**src/rtl/bf16_mult_arbiter_if.sv**
```systemverilog
// Request, multiplier and response bus of the shared BF16 multiplier arbiter.
// The master modport is the environment side (requesters, multiplier, consumer).
interface bf16_mult_arbiter_if #(
  parameter int NUM_REQ = 4,
  parameter int ID_W    = 2
);
  logic [NUM_REQ-1:0]    REQ_VALID;
  logic [NUM_REQ-1:0]    REQ_READY;
  logic [16*NUM_REQ-1:0] REQ_A;
  logic [16*NUM_REQ-1:0] REQ_B;
  logic [15:0]           MUL_A;
  logic [15:0]           MUL_B;
  logic [31:0]           MUL_O;
  logic                  RSP_VALID;
  logic                  RSP_READY;
  logic [31:0]           RSP_O;
  logic [ID_W-1:0]       RSP_ID;

  modport master (
    output REQ_VALID, REQ_A, REQ_B, MUL_O, RSP_READY,
    input  REQ_READY, MUL_A, MUL_B, RSP_VALID, RSP_O, RSP_ID
  );

  modport slave (
    input  REQ_VALID, REQ_A, REQ_B, MUL_O, RSP_READY,
    output REQ_READY, MUL_A, MUL_B, RSP_VALID, RSP_O, RSP_ID
  );
endinterface

```
**src/rtl/bf16_mult_arbiter.sv**
```systemverilog
// Round-robin arbiter sharing one registered BF16 multiplier, with ID tagging and a credited output FIFO.
// Optional macro BF16_MULT_ARB_PERF_EN adds PERF_BUSY / PERF_STALL saturating counters.
module bf16_mult_arbiter #(
  parameter int NUM_REQ   = 4,
  parameter int ID_W      = 2,
  parameter int MUL_LAT   = 1,
  parameter int OUT_DEPTH = 4
) (
  input  logic                CLK,
  input  logic                RST,
  bf16_mult_arbiter_if.slave  bus
`ifdef BF16_MULT_ARB_PERF_EN
  ,
  output logic [31:0]         PERF_BUSY,
  output logic [31:0]         PERF_STALL
`endif
);

  localparam int PTR_W = (OUT_DEPTH > 1) ? $clog2(OUT_DEPTH) : 1;
  localparam int CNT_W = $clog2(OUT_DEPTH + 1);
  localparam int ENT_W = ID_W + 32;

  logic [ID_W-1:0]    rr_ptr_r;
  logic [MUL_LAT-1:0] pipe_vld_r;
  logic [ID_W-1:0]    pipe_id_r [MUL_LAT];
  logic [ENT_W-1:0]   fifo_mem_r [OUT_DEPTH];
  logic [PTR_W-1:0]   wr_ptr_r;
  logic [PTR_W-1:0]   rd_ptr_r;
  logic [CNT_W-1:0]   fifo_cnt_r;
  logic               rsp_valid_r;
  logic [31:0]        rsp_o_r;
  logic [ID_W-1:0]    rsp_id_r;

  logic [CNT_W:0]     inflight_s;
  logic [CNT_W:0]     credit_used_s;
  logic               issue_ok_s;
  logic               any_req_s;
  logic               hi_found_s;
  logic [ID_W-1:0]    hi_idx_s;
  logic [ID_W-1:0]    lo_idx_s;
  logic [ID_W-1:0]    gnt_idx_s;
  logic               hs_s;
  logic [NUM_REQ-1:0] req_ready_s;
  logic [15:0]        mul_a_s;
  logic [15:0]        mul_b_s;
  logic               push_s;
  logic               pop_s;
  logic [ENT_W-1:0]   push_ent_s;
  logic [ENT_W-1:0]   head_nxt_s;
  logic [PTR_W-1:0]   wr_ptr_nxt_s;
  logic [PTR_W-1:0]   rd_ptr_nxt_s;
  logic [CNT_W-1:0]   cnt_after_pop_s;
  logic [CNT_W-1:0]   fifo_cnt_nxt_s;

  function automatic logic [PTR_W-1:0] ptr_inc(input logic [PTR_W-1:0] p);
    return (p == PTR_W'(OUT_DEPTH - 1)) ? {PTR_W{1'b0}} : p + PTR_W'(1);
  endfunction

  // Credit check: a result slot is reserved from issue until it is popped.
  always_comb begin
    inflight_s = {(CNT_W+1){1'b0}};
    for (int i = 0; i < MUL_LAT; i++) begin
      inflight_s = inflight_s + (CNT_W+1)'(pipe_vld_r[i]);
    end
    credit_used_s = inflight_s + {1'b0, fifo_cnt_r};
    issue_ok_s    = (credit_used_s < (CNT_W+1)'(OUT_DEPTH)) && !RST;
  end

  // Round-robin pick: lowest valid index above the pointer, else lowest valid index overall.
  always_comb begin
    any_req_s  = 1'b0;
    hi_found_s = 1'b0;
    hi_idx_s   = {ID_W{1'b0}};
    lo_idx_s   = {ID_W{1'b0}};
    for (int i = NUM_REQ - 1; i >= 0; i--) begin
      if (bus.REQ_VALID[i]) begin
        any_req_s = 1'b1;
        lo_idx_s  = ID_W'(i);
        if (ID_W'(i) > rr_ptr_r) begin
          hi_found_s = 1'b1;
          hi_idx_s   = ID_W'(i);
        end else begin
          hi_found_s = hi_found_s;
        end
      end else begin
        any_req_s = any_req_s;
      end
    end
    gnt_idx_s = hi_found_s ? hi_idx_s : lo_idx_s;
    hs_s      = issue_ok_s && any_req_s;
  end

  // One-hot ready and operand steering for the granted requester.
  always_comb begin
    req_ready_s = {NUM_REQ{1'b0}};
    mul_a_s     = 16'h0000;
    mul_b_s     = 16'h0000;
    for (int i = 0; i < NUM_REQ; i++) begin
      if (hs_s && (gnt_idx_s == ID_W'(i))) begin
        req_ready_s[i] = 1'b1;
        mul_a_s        = bus.REQ_A[16*i +: 16];
        mul_b_s        = bus.REQ_B[16*i +: 16];
      end else begin
        req_ready_s[i] = 1'b0;
      end
    end
  end

  assign bus.REQ_READY = req_ready_s;
  assign bus.MUL_A     = mul_a_s;
  assign bus.MUL_B     = mul_b_s;

  // FIFO next-state; the head register is refilled from the pushed entry when the FIFO would otherwise be empty.
  always_comb begin
    push_s          = pipe_vld_r[MUL_LAT-1];
    push_ent_s      = {pipe_id_r[MUL_LAT-1], bus.MUL_O};
    pop_s           = bus.RSP_READY && (fifo_cnt_r != {CNT_W{1'b0}});
    wr_ptr_nxt_s    = push_s ? ptr_inc(wr_ptr_r) : wr_ptr_r;
    rd_ptr_nxt_s    = pop_s ? ptr_inc(rd_ptr_r) : rd_ptr_r;
    cnt_after_pop_s = fifo_cnt_r - CNT_W'(pop_s);
    fifo_cnt_nxt_s  = cnt_after_pop_s + CNT_W'(push_s);
    head_nxt_s      = (cnt_after_pop_s == {CNT_W{1'b0}}) ? push_ent_s : fifo_mem_r[rd_ptr_nxt_s];
  end

  // Arbitration pointer, tag pipeline, FIFO storage and registered response outputs.
  always_ff @(posedge CLK) begin
    if (RST) begin
      rr_ptr_r    <= ID_W'(NUM_REQ - 1);
      pipe_vld_r  <= {MUL_LAT{1'b0}};
      for (int i = 0; i < MUL_LAT; i++) begin
        pipe_id_r[i] <= {ID_W{1'b0}};
      end
      for (int i = 0; i < OUT_DEPTH; i++) begin
        fifo_mem_r[i] <= {ENT_W{1'b0}};
      end
      wr_ptr_r    <= {PTR_W{1'b0}};
      rd_ptr_r    <= {PTR_W{1'b0}};
      fifo_cnt_r  <= {CNT_W{1'b0}};
      rsp_valid_r <= 1'b0;
      rsp_o_r     <= 32'h0000_0000;
      rsp_id_r    <= {ID_W{1'b0}};
    end else begin
      if (hs_s) begin
        rr_ptr_r <= gnt_idx_s;
      end
      pipe_vld_r[0] <= hs_s;
      pipe_id_r[0]  <= gnt_idx_s;
      for (int i = 1; i < MUL_LAT; i++) begin
        pipe_vld_r[i] <= pipe_vld_r[i-1];
        pipe_id_r[i]  <= pipe_id_r[i-1];
      end
      if (push_s) begin
        fifo_mem_r[wr_ptr_r] <= push_ent_s;
      end
      wr_ptr_r    <= wr_ptr_nxt_s;
      rd_ptr_r    <= rd_ptr_nxt_s;
      fifo_cnt_r  <= fifo_cnt_nxt_s;
      rsp_valid_r <= (fifo_cnt_nxt_s != {CNT_W{1'b0}});
      if (fifo_cnt_nxt_s != {CNT_W{1'b0}}) begin
        {rsp_id_r, rsp_o_r} <= head_nxt_s;
      end
    end
  end

  assign bus.RSP_VALID = rsp_valid_r;
  assign bus.RSP_O     = rsp_o_r;
  assign bus.RSP_ID    = rsp_id_r;

`ifdef BF16_MULT_ARB_PERF_EN
  logic [31:0] perf_busy_r;
  logic [31:0] perf_stall_r;

  // Saturating counts of issue cycles and of credit-starved request cycles.
  always_ff @(posedge CLK) begin
    if (RST) begin
      perf_busy_r  <= 32'h0000_0000;
      perf_stall_r <= 32'h0000_0000;
    end else begin
      if (hs_s && (perf_busy_r != 32'hFFFF_FFFF)) begin
        perf_busy_r <= perf_busy_r + 32'd1;
      end
      if (any_req_s && !issue_ok_s && (perf_stall_r != 32'hFFFF_FFFF)) begin
        perf_stall_r <= perf_stall_r + 32'd1;
      end
    end
  end

  assign PERF_BUSY  = perf_busy_r;
  assign PERF_STALL = perf_stall_r;
`endif

endmodule

```
**src/flat_wrapper.sv**
```systemverilog
// flat-port wrapper written by rule: the top's interface ports become plain ports
module bf16_mult_arbiter_flat 
#(
  parameter int NUM_REQ   = 4,
  parameter int ID_W      = 2,
  parameter int MUL_LAT   = 1,
  parameter int OUT_DEPTH = 4
)
  (CLK, RST, bus_REQ_VALID, bus_REQ_A, bus_REQ_B, bus_MUL_O, bus_RSP_READY, bus_REQ_READY, bus_MUL_A, bus_MUL_B, bus_RSP_VALID, bus_RSP_O, bus_RSP_ID);
  bf16_mult_arbiter_if #(.NUM_REQ(NUM_REQ), .ID_W(ID_W)) bus_i ();
  input  logic CLK;
  input  logic RST;
  input wire logic [$bits(bus_i.REQ_VALID)-1:0] bus_REQ_VALID;
  input wire logic [$bits(bus_i.REQ_A)-1:0] bus_REQ_A;
  input wire logic [$bits(bus_i.REQ_B)-1:0] bus_REQ_B;
  input wire logic [$bits(bus_i.MUL_O)-1:0] bus_MUL_O;
  input wire logic [$bits(bus_i.RSP_READY)-1:0] bus_RSP_READY;
  output wire logic [$bits(bus_i.REQ_READY)-1:0] bus_REQ_READY;
  output wire logic [$bits(bus_i.MUL_A)-1:0] bus_MUL_A;
  output wire logic [$bits(bus_i.MUL_B)-1:0] bus_MUL_B;
  output wire logic [$bits(bus_i.RSP_VALID)-1:0] bus_RSP_VALID;
  output wire logic [$bits(bus_i.RSP_O)-1:0] bus_RSP_O;
  output wire logic [$bits(bus_i.RSP_ID)-1:0] bus_RSP_ID;
  assign bus_i.REQ_VALID = bus_REQ_VALID;
  assign bus_i.REQ_A = bus_REQ_A;
  assign bus_i.REQ_B = bus_REQ_B;
  assign bus_i.MUL_O = bus_MUL_O;
  assign bus_i.RSP_READY = bus_RSP_READY;
  assign bus_REQ_READY = bus_i.REQ_READY;
  assign bus_MUL_A = bus_i.MUL_A;
  assign bus_MUL_B = bus_i.MUL_B;
  assign bus_RSP_VALID = bus_i.RSP_VALID;
  assign bus_RSP_O = bus_i.RSP_O;
  assign bus_RSP_ID = bus_i.RSP_ID;
  bf16_mult_arbiter #(.NUM_REQ(NUM_REQ), .ID_W(ID_W), .MUL_LAT(MUL_LAT), .OUT_DEPTH(OUT_DEPTH)) u_core (.CLK(CLK), .RST(RST), .bus(bus_i));
endmodule
```
**config.mk**
```make
export PLATFORM = sky130hd
export DESIGN_NAME = bf16_mult_arbiter_flat
export DESIGN_NICKNAME = d
export VERILOG_FILES = /design/src/rtl/bf16_mult_arbiter_if.sv /design/src/rtl/bf16_mult_arbiter.sv /design/src/flat_wrapper.sv
export SDC_FILE = /design/constraint.sdc
export NUM_CORES = 1
export LEC_CHECK = 0
export ABC_AREA = 1
export CORE_MARGIN = 10
export CORE_UTILIZATION = 45
export DETAILED_ROUTE_END_ITERATION = 8
export PLACE_DENSITY = 0.73
export SLEW_MARGIN = 0
export SYNTH_ARGS = -nofsm -noshare
export SYNTH_HDL_FRONTEND = slang
export SYNTH_SLANG_ARGS = --single-unit
```
**constraint.sdc**
```tcl
create_clock -name CLK -period 5.1 [get_ports CLK]
set_input_delay 0.765 -clock CLK [delete_from_list [all_inputs] [get_ports CLK]]
set_output_delay 0.765 -clock CLK [all_outputs]
set_load 0.05 [all_outputs]
```
==> summary.md <==
| Metric | Value |
|---|---|
| Fraction of the yosys area taken by sequential cells | `50.3%` |
| Worst path slowest cell | `clkdlybuf4s50_1` |
| Antenna violations before repair | `3` |
| Buf/Inv on CP | `5` |
| Fin util | `61.0%` |
| Gate Count Post-Synth | `1216` |
| Rows | `54` |
| Worst-margin pin slew | `1.13 ns` |
| Max_cap viols | `0` |
| Routed len/inst | `18.7 um` |
| Startpoint class of the critical path | `input port` |
| EDFF count, synth | `136` |
| WP data arrival | `3.17 ns` |
| Mapped Area | `9990 sq um` |
| First-pass GRT wire length | `49700 um` |
| Final period utilization | `77.2%` |
| Total Power | `7.57 mW` |
| Routed WL | `31800 um` |
| Largest net degree at the start of global routing | `70` |
| VDD IR max | `0.000406 V` |
| Yosys top cell by area | `edfxtp_1` |
| Most frequent cells in the layout | `nand3_1, clkdlybuf4s50_1, inv_1` |
| GPL Wtd Cong | `0.861` |
| Post-synth cell types | `34` |
| Post-CTS Setup Inserts | `0` |
| Skew final | `0.00977 ns` |
| Core area | `21800 sq um` |
| DIE HEIGHT | `169 um` |
| Crit path time final | `3.94 ns` |
| Setup WS pre-CTS | `1.10 ns` |
| I/O pin cnt | `238` |
| Area growth syn-to-layout | `33.3%` |
| Fmax | `0.254 GHz` |
| Pwr per Cell Area | `569 nW/um^2` |
| Fin nets | `1578` |
| Syn Area/Cell | `8.22 sq um` |
| Required @ worst endpoint | `4.34 ns` |
| GRT Total Usage | `21.8%` |
| Share of layout cells above drive strength 1 | `8.96%` |
| Clock buffer depth | `2` |
| Clk_lat worst skew | `0.44 ns` |
| CP max stage delay | `0.48 ns` |
| Inst Count DP | `1666` |
| Synth top area share | `40.9%` |
| CTS tree | `built` |
| Die W | `169 um` |
| DRC violations left | `0` |
| Vias per std cell | `5.41` |
| Number of buffers created by CTS | `17` |
| Worst slew margin | `24.1%` |
| Post-CTS sizing | `0` |
| Final hold violation count | `0` |
| H-Tree Depth | `4` |
| Synth top area cells | `edfxtp_1, nand3_1, dfxtp_1` |
| 1st-pass router iterations | `7` |
| Detailed placement HPWL | `21200 um` |
| Seq cells post-synth | `183` |
| Synth Flop Type | `edfxtp_1` |
| PortBufs | `237` |
| Vias | `9197` |
| Final Max Tran Viols | `0` |
| Cell Count, Final, Fillers Out | `1700` |
| CTS root buf | `clkbuf_16` |
| Critical path class | `in -> out` |
| # setup viols final | `0` |
| Most common cell after layout, fill and taps aside | `nand3_1` |
| Clock tree sinks | `183` |
| Worst path top cell family by delay | `buffers and inverters` |
| CP Capture Type | `output pin` |
| DRT antenna net count | `0` |
| Hold Buf Count CTS | `0` |
| Synthesis Warnings | `0` |
| Hold Crit Class | `reg -> reg` |
| DRT iter0 DRCs | `835` |
| Synth async-reset ratio | `0%` |
| DIE AREA | `28600 sq um` |
| CP Max Fanout | `46` |
| Initial Utilization | `45.8%` |
| Grt total ovfl | `0` |
| Worst-path clk slew | `0.07 ns` |
| RSZ-0062 raised after global routing | `no` |
| Syn Nets | `1389` |
| Vias in the first global route | `9240` |
| Setup WS post-layout | `1.16 ns` |
| Setup TNS | `0 ns` |
| Static Leak | `5.77 nW` |
| Worst path cell trace | `clkdlybuf4s50_1 -> inv_1 -> nand2_1 -> a21oi_1 -> nand2_1 -> nand2_2 -> buf_4 -> buf_4 -> nand4_1 -> nand4_1 -> buf_12` |
| Outcome | `complete, no violations` |
-- power breakdown --
group	internal [mW]	total, mW	switching, mW
clock	0.726	1.28	0.558
sequential	1.93	2.04	0.111
combinational	1.40	4.25	2.85
total	4.05	7.57	3.52
-- path summary, 6_finish.rpt --
kind	startpoint	end	slack, ns	depth (start not counted)
worst max-delay path	bus_REQ_VALID[2]	bus_MUL_B[15]	1.16	11
worst min-delay path	u_core.bus.RSP_O[19]	u_core.bus.RSP_O[19]	0.45	2
worst max register to register	u_core.fifo_cnt_r[2]	u_core.bus.RSP_O[7]	2.22	13
worst min register to register	u_core.bus.RSP_O[19]	u_core.bus.RSP_O[19]	0.45	2
-- through the flow --
stage	hold slack (ns)	area, sq um
after detailed placement	0.440	12700
after floorplan	0.455	9990
after CTS	0.454	13300
final	0.451	13300
after global placement	0.438	12700
after global routing	0.463	13300
-- cells by family after synthesis --
kind of cell | synth area share, %
flops | 50.3
fa+ha+maj | 0.751
simple gates | 33.9
compound gates | 2.52
xor+xnor | 0.163
buf+inv | 12.4
-- final cells by class --
cell class	count	area, sq um
Clock inverter	10	93.8
Timing Repair Buffer	254	2880
Sequential cell	183	5020
Antenna cell	2	5.00
Fill cell	1851	8500
Inverter	198	743
Multi-Input combinational cell	751	3740
Tap cell	280	350
Clock buffer	22	484
-- routing by layer --
metal / up-vias / global-route usage, % / part of all wire (%)
met5: - / 0 / 0.063
met4: 2 / 8.52 / 2.5
met3: 44 / 7.18 / 10
met2: 403 / 38.2 / 52
met1: 4350 / 23.9 / 36
li1: 4398 / - / -
-- cells in the mapped netlist, drive strengths merged (2+ instances only) --
cell type	instances
ha	6
edfxtp	136
nor3	2
inv	197
a21oi	37
clkbuf	24
buf	60
dfxtp	47
nand4	64
o21ai	4
nor2	162
nand2	167
nand3	303
-- worst reg2reg max path: stages (launching register included) --
cell,delay [ns]
dfxtp_1,0.37
nor2_2,0.15
nand2_4,0.11
nand2_8,0.12
inv_1,0.06
ha_1,0.19
ha_1,0.28
inv_1,0.12
ha_1,0.26
nor2_1,0.14
nand2_2,0.11
nor2_4,0.68
nand2_1,0.15
nand2_1,0.10
-- sequential cells by signal (all words and copies together), names as in the netlist --
name / count
u_core.fifo_mem_r: 136
u_core.bus.RSP_O: 32
u_core.fifo_cnt_r: 3
u_core.bus.RSP_ID: 2
u_core.pipe_id_r: 2
u_core.rd_ptr_r: 2
u_core.rr_ptr_r: 2
u_core.wr_ptr_r: 2
u_core.bus.RSP_VALID: 1
u_core.pipe_vld_r: 1
(Power assumes the default switching activity.)
